`config.mk`:
```
export PLATFORM = sky130hd
export DESIGN_NAME = axilwb_arbiter
export DESIGN_NICKNAME = d
export VERILOG_FILES = /design/src/rtl/axilwb_arb_pkg.sv /design/src/rtl/axilwb_watchdog.sv /design/src/rtl/axilwb_arbiter.sv
export SDC_FILE = /design/constraint.sdc
export NUM_CORES = 1
export LEC_CHECK = 0
export ABC_CLOCK_PERIOD_IN_PS = 3000
export CORE_AREA = 2 2 117 119
export DETAILED_ROUTE_END_ITERATION = 6
export DIE_AREA = 0 0 119 121
export DONT_BUFFER_PORTS = 1
export MAX_ROUTING_LAYER = met4
export PLACE_DENSITY = 0.3
export SYNTH_ARGS = -nofsm -noshare
export SYNTH_HDL_FRONTEND = slang
export SYNTH_SLANG_ARGS = --single-unit
```
`constraint.sdc`:
```
create_clock -name i_clk -period 3 [get_ports i_clk]
set_clock_uncertainty 0.1 [all_clocks]
set_input_delay 0.45 -clock i_clk [delete_from_list [all_inputs] [get_ports i_clk]]
set_output_delay 0.45 -clock i_clk [all_outputs]
set_load 0.005 [all_outputs]
```
`src/rtl/axilwb_arb_pkg.sv`:
```
// Shared types for the two-port Wishbone arbiter: FSM state encoding and port ids.
package axilwb_arb_pkg;

    typedef enum logic [1:0] {
        IDLE    = 2'd0,
        GRANT_A = 2'd1,
        GRANT_B = 2'd2,
        FLUSH   = 2'd3
    } arb_state_t;

    localparam logic PORT_A = 1'b0;
    localparam logic PORT_B = 1'b1;

endpackage

```
`src/rtl/axilwb_watchdog.sv`:
```
// Stuck-cycle watchdog: counts cycles without a slave response and flags all-ones.
module axilwb_watchdog #(
    parameter int LGTIMEOUT = 8
) (
    input  logic i_clk,
    input  logic w_reset,
    input  logic clear,
    input  logic run,
    output logic expired
);

    generate
        if (LGTIMEOUT == 0) begin : g_off
            assign expired = 1'b0;
        end else begin : g_on
            logic [LGTIMEOUT-1:0] count_q;
            logic [LGTIMEOUT-1:0] count_d;

            always_comb begin
                count_d = count_q;
                if (clear) begin
                    count_d = '0;
                end else if (run) begin
                    count_d = count_q + LGTIMEOUT'(1);
                end
            end

            always_ff @(posedge i_clk) begin
                if (w_reset) begin
                    count_q <= '0;
                end else begin
                    count_q <= count_d;
                end
            end

            assign expired = &count_q;
        end
    endgenerate

endmodule

```
`src/rtl/axilwb_arbiter.sv`:
```
// Two-to-one pipelined Wishbone arbiter (A = read bridge, B = write bridge) with
// round-robin tie break, whole-cycle ownership and a response watchdog.
module axilwb_arbiter
    import axilwb_arb_pkg::*;
#(
    parameter int AW        = 26,
    parameter int DW        = 32,
    parameter int LGTIMEOUT = 8
) (
    input  logic              i_clk,
    input  logic              w_reset,
    input  logic              i_a_cyc,
    input  logic              i_a_stb,
    input  logic              i_a_we,
    input  logic [AW-1:0]     i_a_addr,
    input  logic [DW-1:0]     i_a_data,
    input  logic [DW/8-1:0]   i_a_sel,
    output logic              o_a_stall,
    output logic              o_a_ack,
    output logic              o_a_err,
    output logic [DW-1:0]     o_a_data,
    input  logic              i_b_cyc,
    input  logic              i_b_stb,
    input  logic              i_b_we,
    input  logic [AW-1:0]     i_b_addr,
    input  logic [DW-1:0]     i_b_data,
    input  logic [DW/8-1:0]   i_b_sel,
    output logic              o_b_stall,
    output logic              o_b_ack,
    output logic              o_b_err,
    output logic [DW-1:0]     o_b_data,
    output logic              o_cyc,
    output logic              o_stb,
    output logic              o_we,
    output logic [AW-1:0]     o_addr,
    output logic [DW-1:0]     o_data,
    output logic [DW/8-1:0]   o_sel,
    input  logic              i_stall,
    input  logic              i_ack,
    input  logic              i_err,
    input  logic [DW-1:0]     i_data
);

    arb_state_t state_q, state_d;
    logic       r_last_q, r_last_d;
    logic       grant_a, grant_b;
    logic       owner_cyc, owner_stb;
    logic       wd_expired, wd_fire, wd_clear;

    // Bus routing is combinational from the registered state; reset masks the grant.
    always_comb begin
        grant_a   = !w_reset && (state_q == GRANT_A);
        grant_b   = !w_reset && (state_q == GRANT_B);
        owner_cyc = (grant_a && i_a_cyc) || (grant_b && i_b_cyc);
        owner_stb = (grant_a && i_a_stb) || (grant_b && i_b_stb);
        wd_fire   = owner_cyc && wd_expired;
        o_cyc     = owner_cyc && !wd_fire;
        o_stb     = o_cyc && owner_stb;
        o_we      = 1'b0;
        o_addr    = '0;
        o_data    = '0;
        o_sel     = '0;
        if (grant_a) begin
            o_we   = i_a_we;
            o_addr = i_a_addr;
            o_data = i_a_data;
            o_sel  = i_a_sel;
        end else if (grant_b) begin
            o_we   = i_b_we;
            o_addr = i_b_addr;
            o_data = i_b_data;
            o_sel  = i_b_sel;
        end
        o_a_stall = grant_a ? i_stall : 1'b1;
        o_b_stall = grant_b ? i_stall : 1'b1;
        o_a_ack   = grant_a && o_cyc && i_ack;
        o_b_ack   = grant_b && o_cyc && i_ack;
        o_a_err   = grant_a && ((o_cyc && i_err) || wd_fire);
        o_b_err   = grant_b && ((o_cyc && i_err) || wd_fire);
        o_a_data  = i_data;
        o_b_data  = i_data;
    end

    always_comb begin
        state_d  = state_q;
        r_last_d = r_last_q;
        case (state_q)
            IDLE: begin
                if (i_a_cyc && (!i_b_cyc || r_last_q == PORT_B)) begin
                    state_d = GRANT_A;
                end else if (i_b_cyc) begin
                    state_d = GRANT_B;
                end
            end
            GRANT_A: begin
                if (!i_a_cyc) begin
                    r_last_d = PORT_A;
                    state_d  = i_b_cyc ? GRANT_B : IDLE;
                end else if (wd_fire) begin
                    r_last_d = PORT_A;
                    state_d  = FLUSH;
                end
            end
            GRANT_B: begin
                if (!i_b_cyc) begin
                    r_last_d = PORT_B;
                    state_d  = i_a_cyc ? GRANT_A : IDLE;
                end else if (wd_fire) begin
                    r_last_d = PORT_B;
                    state_d  = FLUSH;
                end
            end
            FLUSH: begin
                // Hold off both ports until the aborted owner has let go of cyc.
                if ((r_last_q == PORT_A) ? !i_a_cyc : !i_b_cyc) begin
                    state_d = IDLE;
                end
            end
            default: state_d = IDLE;
        endcase
        wd_clear = !o_cyc || i_ack || i_err || (state_d != state_q);
    end

    always_ff @(posedge i_clk) begin
        if (w_reset) begin
            state_q  <= IDLE;
            r_last_q <= PORT_B;
        end else begin
            state_q  <= state_d;
            r_last_q <= r_last_d;
        end
    end

    axilwb_watchdog #(
        .LGTIMEOUT (LGTIMEOUT)
    ) u_watchdog (
        .i_clk   (i_clk),
        .w_reset (w_reset),
        .clear   (wd_clear),
        .run     (o_cyc),
        .expired (wd_expired)
    );

endmodule

```
==> key figures, run 1 <==
Status
  • Run status: completed

Logic synthesis
  • Cell variety after synth: 39
  • Synth Area per Inst: 8.67 um2
  • Post-synth top flop: dfxtp_1
  • Synthesized area: 1920 um2
  • Mapped Cells: 221
  • Syn Nets: 389
  • Seq cells post-synth: 11
  • Sequential fraction of the synthesis area: 11.5%
  • Post-synth EDFFs: 0
  • Post-synth ARST share: 0%
  • Synth warn: 0

Power
  • Clock share of power: 43.5%
  • Gate power share: 27.4%
  • P_sw: 159 uW
  • Sequential cell fraction of total power: 29.1%
  • Sw frac: 28.5%
  • P per Cell Area: 346 nW/um2
  • Power, Total: 558 uW
  • Internal power: 399 uW
  • Worst vdd rail ir drop: 223 uV
  • Leakage: 0.000532 uW

Die
  • Die width: 119 um
  • Initial Util: 14.6%
  • Ports: 302
  • Row cnt: 42
  • Die area: 14400 um2
  • Core footprint: 13100 um2
  • Die span in y: 121 um

CTS
  • Sink Count: 11
  • Clock root cell: clkbuf_16
  • TritonCTS clock tree: done
  • # Post-CTS Setup Buffers: 0
  • TritonCTS Buffers: 3
  • Clock slew seen by the registers of the worst setup and hold paths: 40 ps
  • Hold_buf cts: 0
  • Clk Latency, worst-skew pair: 240 ps
  • CTS resizes: 0
  • H-tree levels: 1
  • Clk buf depth: 2

Final layout
  • Final Net Count: 318
  • Area of the multi-input gates: 1050 um2
  • FILL cells: 1504
  • Seq. cell area: 220 um2
  • Commonest non-fill, non-tap cell in the layout: a22o_1
  • Synthesis-to-layout area growth: -15.9%
  • Most frequent cells in the layout: 61 x a22o_1, 11 x nor2_1, 11 x dfxtp_1
  • Antenna diodes: 0
  • Layout cell share with drive strength beyond 1: 11.4%

Critical path
  • CP max FO: 34
  • Crit end category: output port
  • Critical Path RT: 2450 ps
  • CP arrival: 1980 ps
  • Crit path kind: reg -> out
  • Startpoint types: flop
  • R2r setup slk: 1380 ps

Global route
  • Largest net degree at the start of global routing: 35
  • Remaining global-route overflow: 0
  • Global-route wire length before repair: 8560 um
  • Total track usage: 8.26%
  • Initial antenna violation count: 0
  • Vias in the first global route: 1331

Place
  • IO buf count: 0
  • Hpwl dp: 5560 um
  • Routability cong.: 0.732

Min path
  • Hold Path Class: in -> reg

Route
  • Met2 WL: 3120 um
  • DR vias/cell: 4.38
  • Met1 WL: 2580 um
  • DR vias: 1424
  • DRT iter0 DRCs: 32
  • Top layer in use: met4
  • Drt drc: 0
  • Detailed Routing Iterations Pass 1: 4
  • Antenna-violating nets left: 0
  • Final wirelength: 6630 um
  • Wire length on met3: 671 um
  • Wire length per cell: 20.4 um

Timing
  • Rel. slew slack: 67.9%
  • Worst Hold Slack: 201 ps
  • Max Clk Rate: 395 MHz
  • Worst-Margin Slew: 481 ps
  • Fin Setup TNS: 0 ps
  • Unrepaired setup endpoints after global routing: no
  • Final setup fails: 0
  • Max Slew Vio Count: 0
  • Final hold vios: 0
  • Fin crit share: 84.4%
  • Min Tclk post-route: 2530 ps

Job
  • Max Cap Viol: 0
[cells in the mapped netlist, types with 2 or more instances]
| library cell | number | share of area (%) |
|---|---|---|
| buf_8 | 5 | 3.9 |
| xor2_1 | 3 | 1.4 |
| dfxtp_1 | 11 | 11 |
| a21oi_1 | 3 | 0.78 |
| xnor2_1 | 2 | 0.91 |
| nand2_1 | 6 | 1.2 |
| buf_6 | 2 | 1.2 |
| buf_2 | 5 | 1.3 |
| and3_1 | 5 | 1.6 |
| nor2b_1 | 2 | 0.65 |
| nand4bb_4 | 2 | 2.9 |
| nand2b_1 | 3 | 0.98 |
| buf_4 | 66 | 26 |
| a22o_1 | 61 | 28 |
| nor2_1 | 11 | 2.2 |
| nand2b_4 | 2 | 1.4 |
| a22o_4 | 2 | 1.8 |
| o21ai_0 | 2 | 0.52 |
| a311oi_1 | 3 | 1.4 |
| nand4_1 | 2 | 0.65 |
| nand3_1 | 5 | 1.3 |
[flip-flops by register name (all words and copies together) (netlist names)]
name / flops
r_last_q: 1
state_q: 2
u_watchdog.g_on.count_q: 8
[layer usage]
metal  up-vias  track usage, %
met2       124            12.8
li1        619               -
met5         -               -
met1       657            9.57
met4         0            4.17
met3        24            2.77
[critical path, stage by stage, from the launching register on]
cell and delay [ps]:
dfxtp_1 600, nand2b_4 150, nor2_8 390, buf_12 250
a22o_1 330
[path summary, 6_finish.rpt]
kind                                                   end  depth (start not counted)                  startpoint
worst min-delay path                            state_q[0]                          1                     w_reset
worst max-delay path                            o_addr[25]                          4                  state_q[0]
worst max register to register                  state_q[0]                          5  u_watchdog.g_on.count_q[0]
worst min register to register  u_watchdog.g_on.count_q[0]                          1  u_watchdog.g_on.count_q[0]
[power by group through the flow]
stage | sequential [uW] | clock, uW | combinational [uW]
2_1_floorplan | 157 | 0 | 221
3_3_place_gp | 164 | 0 | 155
3_5_place_dp | 164 | 0 | 155
4_1_cts | 162 | 247 | 156
5_1_grt | 163 | 258 | 165
6_report | 162 | 243 | 153
[per-stage QoR]
stage | instances | cell area (um2) | util, % | setup WS, ps
after floorplan | 221 | 1920 | - | 1190
after global placement | 321 | 1530 | 11.7 | 784
after detailed placement | 321 | 1530 | 11.7 | 731
after CTS | 325 | 1610 | 12.3 | 462
after global routing | 325 | 1610 | 12.3 | 323
final | 325 | 1610 | 12.3 | 468
[area by class of cell]
type	count	share of cell area [%]
well taps	176	13.7
repair buffers	3	2.17
flip-flops and latches	11	13.7
clock buffers	4	4.89
inverters	1	0.233
multi-input cells	130	65.4
[cells by family (layout without fill, tap and decap cells)]
logic type,count (synthesis),after routing,share of synthesized area [%]
compound gates,77,77,34.8
xor+xnor,5,5,2.29
fa+ha+maj,1,1,0.653
buf+inv,80,8,33.5
flops,11,11,11.5
simple gates,47,47,17.3
Note: power is estimated with default switching activity, not from simulation.
==> inputs of run 2 (changes only) <==
ABC_CLOCK_PERIOD_IN_PS = 2600   (was 3000)
clock period = 2.6 ns   (was 3 ns; I/O delays follow)
==> run 2 against run 1 <==
Effect of this change: sequential cell count unchanged; non-clock buffer count is 1 higher; first-iteration DRC count increased by 22%; wire length shrank 0.36%; combinational power is 14% higher; register-to-register slack got worse by 390 ps; hold slack worse by 68 ps; largest power group unchanged.
==> key figures, run 2 (synthesis gave the netlist of run 1 again) <==
Status
  • Run status: completed

Timing
  • Rel. slew slack: 69.4%
  • Fin Setup TNS: 0 ps
  • Max Slew Vio Count: 0
  • Fin crit share: 87.8%
  • Max Clk Rate: 438 MHz
  • Min Tclk post-route: 2280 ps
  • Final hold vios: 0
  • Worst-Margin Slew: 459 ps
  • Worst Hold Slack: 132 ps
  • Unrepaired setup endpoints after global routing: no
  • Final setup fails: 0

Power
  • P per Cell Area: 398 nW/um2
  • Worst vdd rail ir drop: 207 uV
  • Leakage: 0.000535 uW

Final layout
  • Most frequent cells in the layout: 61 x a22o_1, 11 x nor2_1, 11 x dfxtp_1
  • Synthesis-to-layout area growth: -16.1%
  • Antenna diodes: 0
  • Util after Layout: 12.3%
  • Largest registers: u_watchdog.g_on.count_q (8), state_q (2), r_last_q (1)
  • Flip-flop count of the largest register after layout: 8
  • Final Net Count: 319
  • Largest Register: u_watchdog.g_on.count_q
  • Layout cell share with drive strength beyond 1: 12.0%
  • Fin area: 1610 um2
  • Commonest non-fill, non-tap cell in the layout: a22o_1
  • FILL cells: 1516

Place
  • DP Area: 1530 um2
  • Hpwl dp: 5600 um
  • IO buf count: 0
  • Routability cong.: 0.719

Die
  • Initial Util: 14.6%
  • Row cnt: 42
  • Die width: 119 um
  • Core footprint: 13100 um2
  • Ports: 302
  • Die area: 14400 um2
  • Die span in y: 121 um

Global route
  • M3 GR Usage: 3.10%
  • Largest net degree at the start of global routing: 35
  • Total track usage: 8.11%
  • Remaining global-route overflow: 0
  • Vias in the first global route: 1304
  • Initial antenna violation count: 0
  • Grt met2 use: 13.4%
  • Global-route wire length before repair: 8470 um
  • Busiest grt layer: met2
  • Met1 GRT Util: 8.82%

Route
  • Antenna-violating nets left: 0
  • Drt drc: 0
  • Detailed Routing Iterations Pass 1: 4
  • DR vias: 1428
  • Final wirelength: 6610 um
  • DRT iter0 DRCs: 39
  • Wire length per cell: 20.3 um
  • DR vias/cell: 4.38

Critical path
  • Crit end category: output port
  • Critical Path RT: 2110 ps
  • FF-to-FF Start: u_watchdog.g_on.count_q[0]
  • Crit path kind: reg -> out
  • Startpoint types: flop
  • Critical path origin: state_q[0]
  • CP arrival: 1790 ps
  • CP max FO: 34

CTS
  • Hold_buf cts: 0
  • TritonCTS clock tree: done
  • Clock slew seen by the registers of the worst setup and hold paths: 40 ps
  • Clock root cell: clkbuf_16
  • CTS resizes: 0
  • # Post-CTS Setup Buffers: 0
  • Clk buf depth: 2
  • Clk Latency, worst-skew pair: 240 ps
  • Sink Count: 11
  • H-tree levels: 1
  • TritonCTS Buffers: 3

Min path
  • Hold Path Class: in -> reg
  • Hold Crit Start: w_reset

Job
  • Max Cap Viol: 0
==> run 2: changes by cell type in the layout (fill, tap and decap cells not counted) <==
cell    before  now
buf_4        2    4
buf_12       1    0
==> run 2: area by class of cell <==
class	count	area, um2	share of cell area, %
Multi-Input combinational cell	130	1050	65.6
Sequential cell	11	220	13.7
Inverter	1	3.75	0.233
Timing Repair Buffer	4	30.0	1.87
Clock buffer	4	78.8	4.90
Tap cell	176	220	13.7
==> run 2: metal layers <==
layer	vias to the layer above	part of all wire, %	wire length [um]
li1	625	-	-
met1	662	38	2490
met2	121	49	3260
met3	20	10	658
met4	0	3.1	205
met5	-	0	0
==> run 2: final timing paths <==
path	endpoint	slack, ps	depth (start not counted)
worst min register to register	u_watchdog.g_on.count_q[0]	360	1
worst max register to register	state_q[0]	990	5
worst max-delay path	o_addr[25]	320	4
worst min-delay path	state_q[0]	130	1
==> run 2: power by group <==
part	total, uW	leakage [uW]	internal, uW	switching, uW
Combinational	174	0.000407	79.3	94.7
Clock	280	0.0000382	206	74.3
Sequential	187	0.0000892	174	13.0
Total	641	0.000535	459	182
==> run 2: worst max-delay path, stage by stage (launching register included) <==
cell,delay (ps)
dfxtp_1,600
nand2b_4,160
nor2_8,110
buf_4,320
a22o_1,360
==> run 2: per-stage QoR <==
stage	total power (uW)	worst slack [ps]	cells
floorplan	437	851	221
global placement	368	592	322
detailed placement	366	569	322
CTS	652	310	326
global route	672	216	326
finish	641	317	326
==> inputs of run 3 (changes only) <==
ABC_CLOCK_PERIOD_IN_PS = 2300   (was 2600)
SKIP_CTS_REPAIR_TIMING = 1   (was default)
clock period = 2.3 ns   (was 2.6 ns; I/O delays follow)
==> run 3 against run 2 <==
Effect of this change: clock power rose by 15%; via count rose by 0.42%; die area did not move; sequential share of layout area fell by 0.064 points; utilization rose by 0.057 points; register-to-register slack got worse by 260 ps; power rose by 14%; cell area rose by 0.47%.
==> key figures, run 3 (synthesis gave the netlist of run 1 again) <==
CTS
  • TritonCTS clock tree: done
  • Clock root cell: clkbuf_16
  • Clk buf depth: 2
  • Sink Count: 11
  • Clk Latency, worst-skew pair: 240 ps
  • H-tree levels: 1
  • Clock slew seen by the registers of the worst setup and hold paths: 40 ps
  • TritonCTS Buffers: 3

Critical path
  • Startpoint types: flop
  • R2r setup slk: 730 ps
  • CP arrival: 1710 ps
  • Crit end category: output port
  • Crit path kind: reg -> out
  • Critical Path RT: 1860 ps
  • CP max FO: 34

Die
  • Row cnt: 42
  • Die width: 119 um
  • Initial Util: 14.6%
  • Core footprint: 13100 um2
  • Die area: 14400 um2
  • Die span in y: 121 um
  • Ports: 302

Global route
  • Remaining global-route overflow: 0
  • M3 GR Usage: 2.35%
  • Global-route wire length before repair: 8750 um
  • Vias in the first global route: 1367
  • Busiest grt layer: met2
  • Largest net degree at the start of global routing: 35
  • Total track usage: 8.57%
  • Met1 GRT Util: 9.60%
  • Initial antenna violation count: 0
  • Grt met2 use: 14.4%

Power
  • P_sw: 209 uW
  • Gate power share: 27.1%
  • Power, Total: 729 uW
  • Sw frac: 28.6%
  • Worst vdd rail ir drop: 293 uV
  • P per Cell Area: 451 nW/um2
  • Internal power: 521 uW
  • Clock share of power: 44.2%
  • Leakage: 0.000540 uW
  • Sequential cell fraction of total power: 28.8%

Route
  • Final wirelength: 6850 um
  • DRT iter0 DRCs: 94
  • DR vias: 1434
  • DR vias/cell: 4.39
  • Detailed Routing Iterations Pass 1: 4
  • Antenna-violating nets left: 0
  • Drt drc: 0
  • Wire length per cell: 21.0 um

Place
  • Hpwl dp: 5780 um
  • IO buf count: 0
  • Routability cong.: 0.793

Final layout
  • Synthesis-to-layout area growth: -15.7%
  • Antenna diodes: 0
  • Most frequent cells in the layout: 61 x a22o_1, 11 x nor2_1, 11 x dfxtp_1
  • Flip-flop count of the largest register after layout: 8
  • Util after Layout: 12.3%
  • Largest Register: u_watchdog.g_on.count_q
  • Final Net Count: 320
  • Layout cell share with drive strength beyond 1: 12.6%
  • Commonest non-fill, non-tap cell in the layout: a22o_1
  • Largest registers: u_watchdog.g_on.count_q (8), state_q (2), r_last_q (1)

Timing
  • Final hold vios: 0
  • Max Clk Rate: 463 MHz
  • Fin Setup TNS: 0 ps
  • Min Tclk post-route: 2160 ps
  • Worst-Margin Slew: 445 ps
  • Max Slew Vio Count: 0
  • Fin crit share: 93.8%
  • Rel. slew slack: 70.3%
  • Final setup fails: 0
  • Unrepaired setup endpoints after global routing: no

Min path
  • Hold Path Class: in -> reg

Status
  • Run status: completed

Job
  • Max Cap Viol: 0
## run 3: layout make-up
type / instances / area (um2)
fillers: 1510 / 11500
multi-input cells: 130 / 1050
flip-flops and latches: 11 / 220
well taps: 176 / 220
clock buffers: 4 / 78.8
repair buffers: 5 / 37.5
inverters: 1 / 3.75
## run 3: power by group through the flow
stage	Sequential, uW	Clock [uW]	Combinational, uW
after CTS	209	332	203
after global placement	213	0	201
after detailed placement	213	0	202
after global routing	211	344	216
after floorplan	205	0	289
final	210	322	197
## run 3: critical path, stage by stage, from the launching register on
cell	delay, ps
dfxtp_1	590
nand2b_4	150
nor2_8	100
buf_4	330
a22o_1	280
## run 3: path summary, 6_finish.rpt
| check | start | endpoint | cells after the start |
|---|---|---|---|
| worst max-delay path | state_q[0] | o_addr[22] | 4 |
| worst min register to register | u_watchdog.g_on.count_q[0] | u_watchdog.g_on.count_q[0] | 1 |
| worst min-delay path | w_reset | state_q[0] | 1 |
| worst max register to register | u_watchdog.g_on.count_q[0] | state_q[0] | 5 |
## run 3: per-stage QoR
step | setup slack [ps] | instances | hold WS, ps | area, um2
2_1_floorplan | 596 | 221 | 330 | 1920
3_3_place_gp | 414 | 323 | 332 | 1540
3_5_place_dp | 372 | 323 | 333 | 1540
4_1_cts | 117 | 327 | 78.1 | 1620
5_1_grt | 1.34 | 327 | 93.4 | 1620
6_report | 142 | 327 | 90.9 | 1620
## run 3: metal layers
| metal | part of all wire, % | routed length, um |
|---|---|---|
| met5 | 0 | 0 |
| met4 | 2.4 | 167 |
| met3 | 8.5 | 581 |
| met2 | 51 | 3470 |
| met1 | 38 | 2630 |
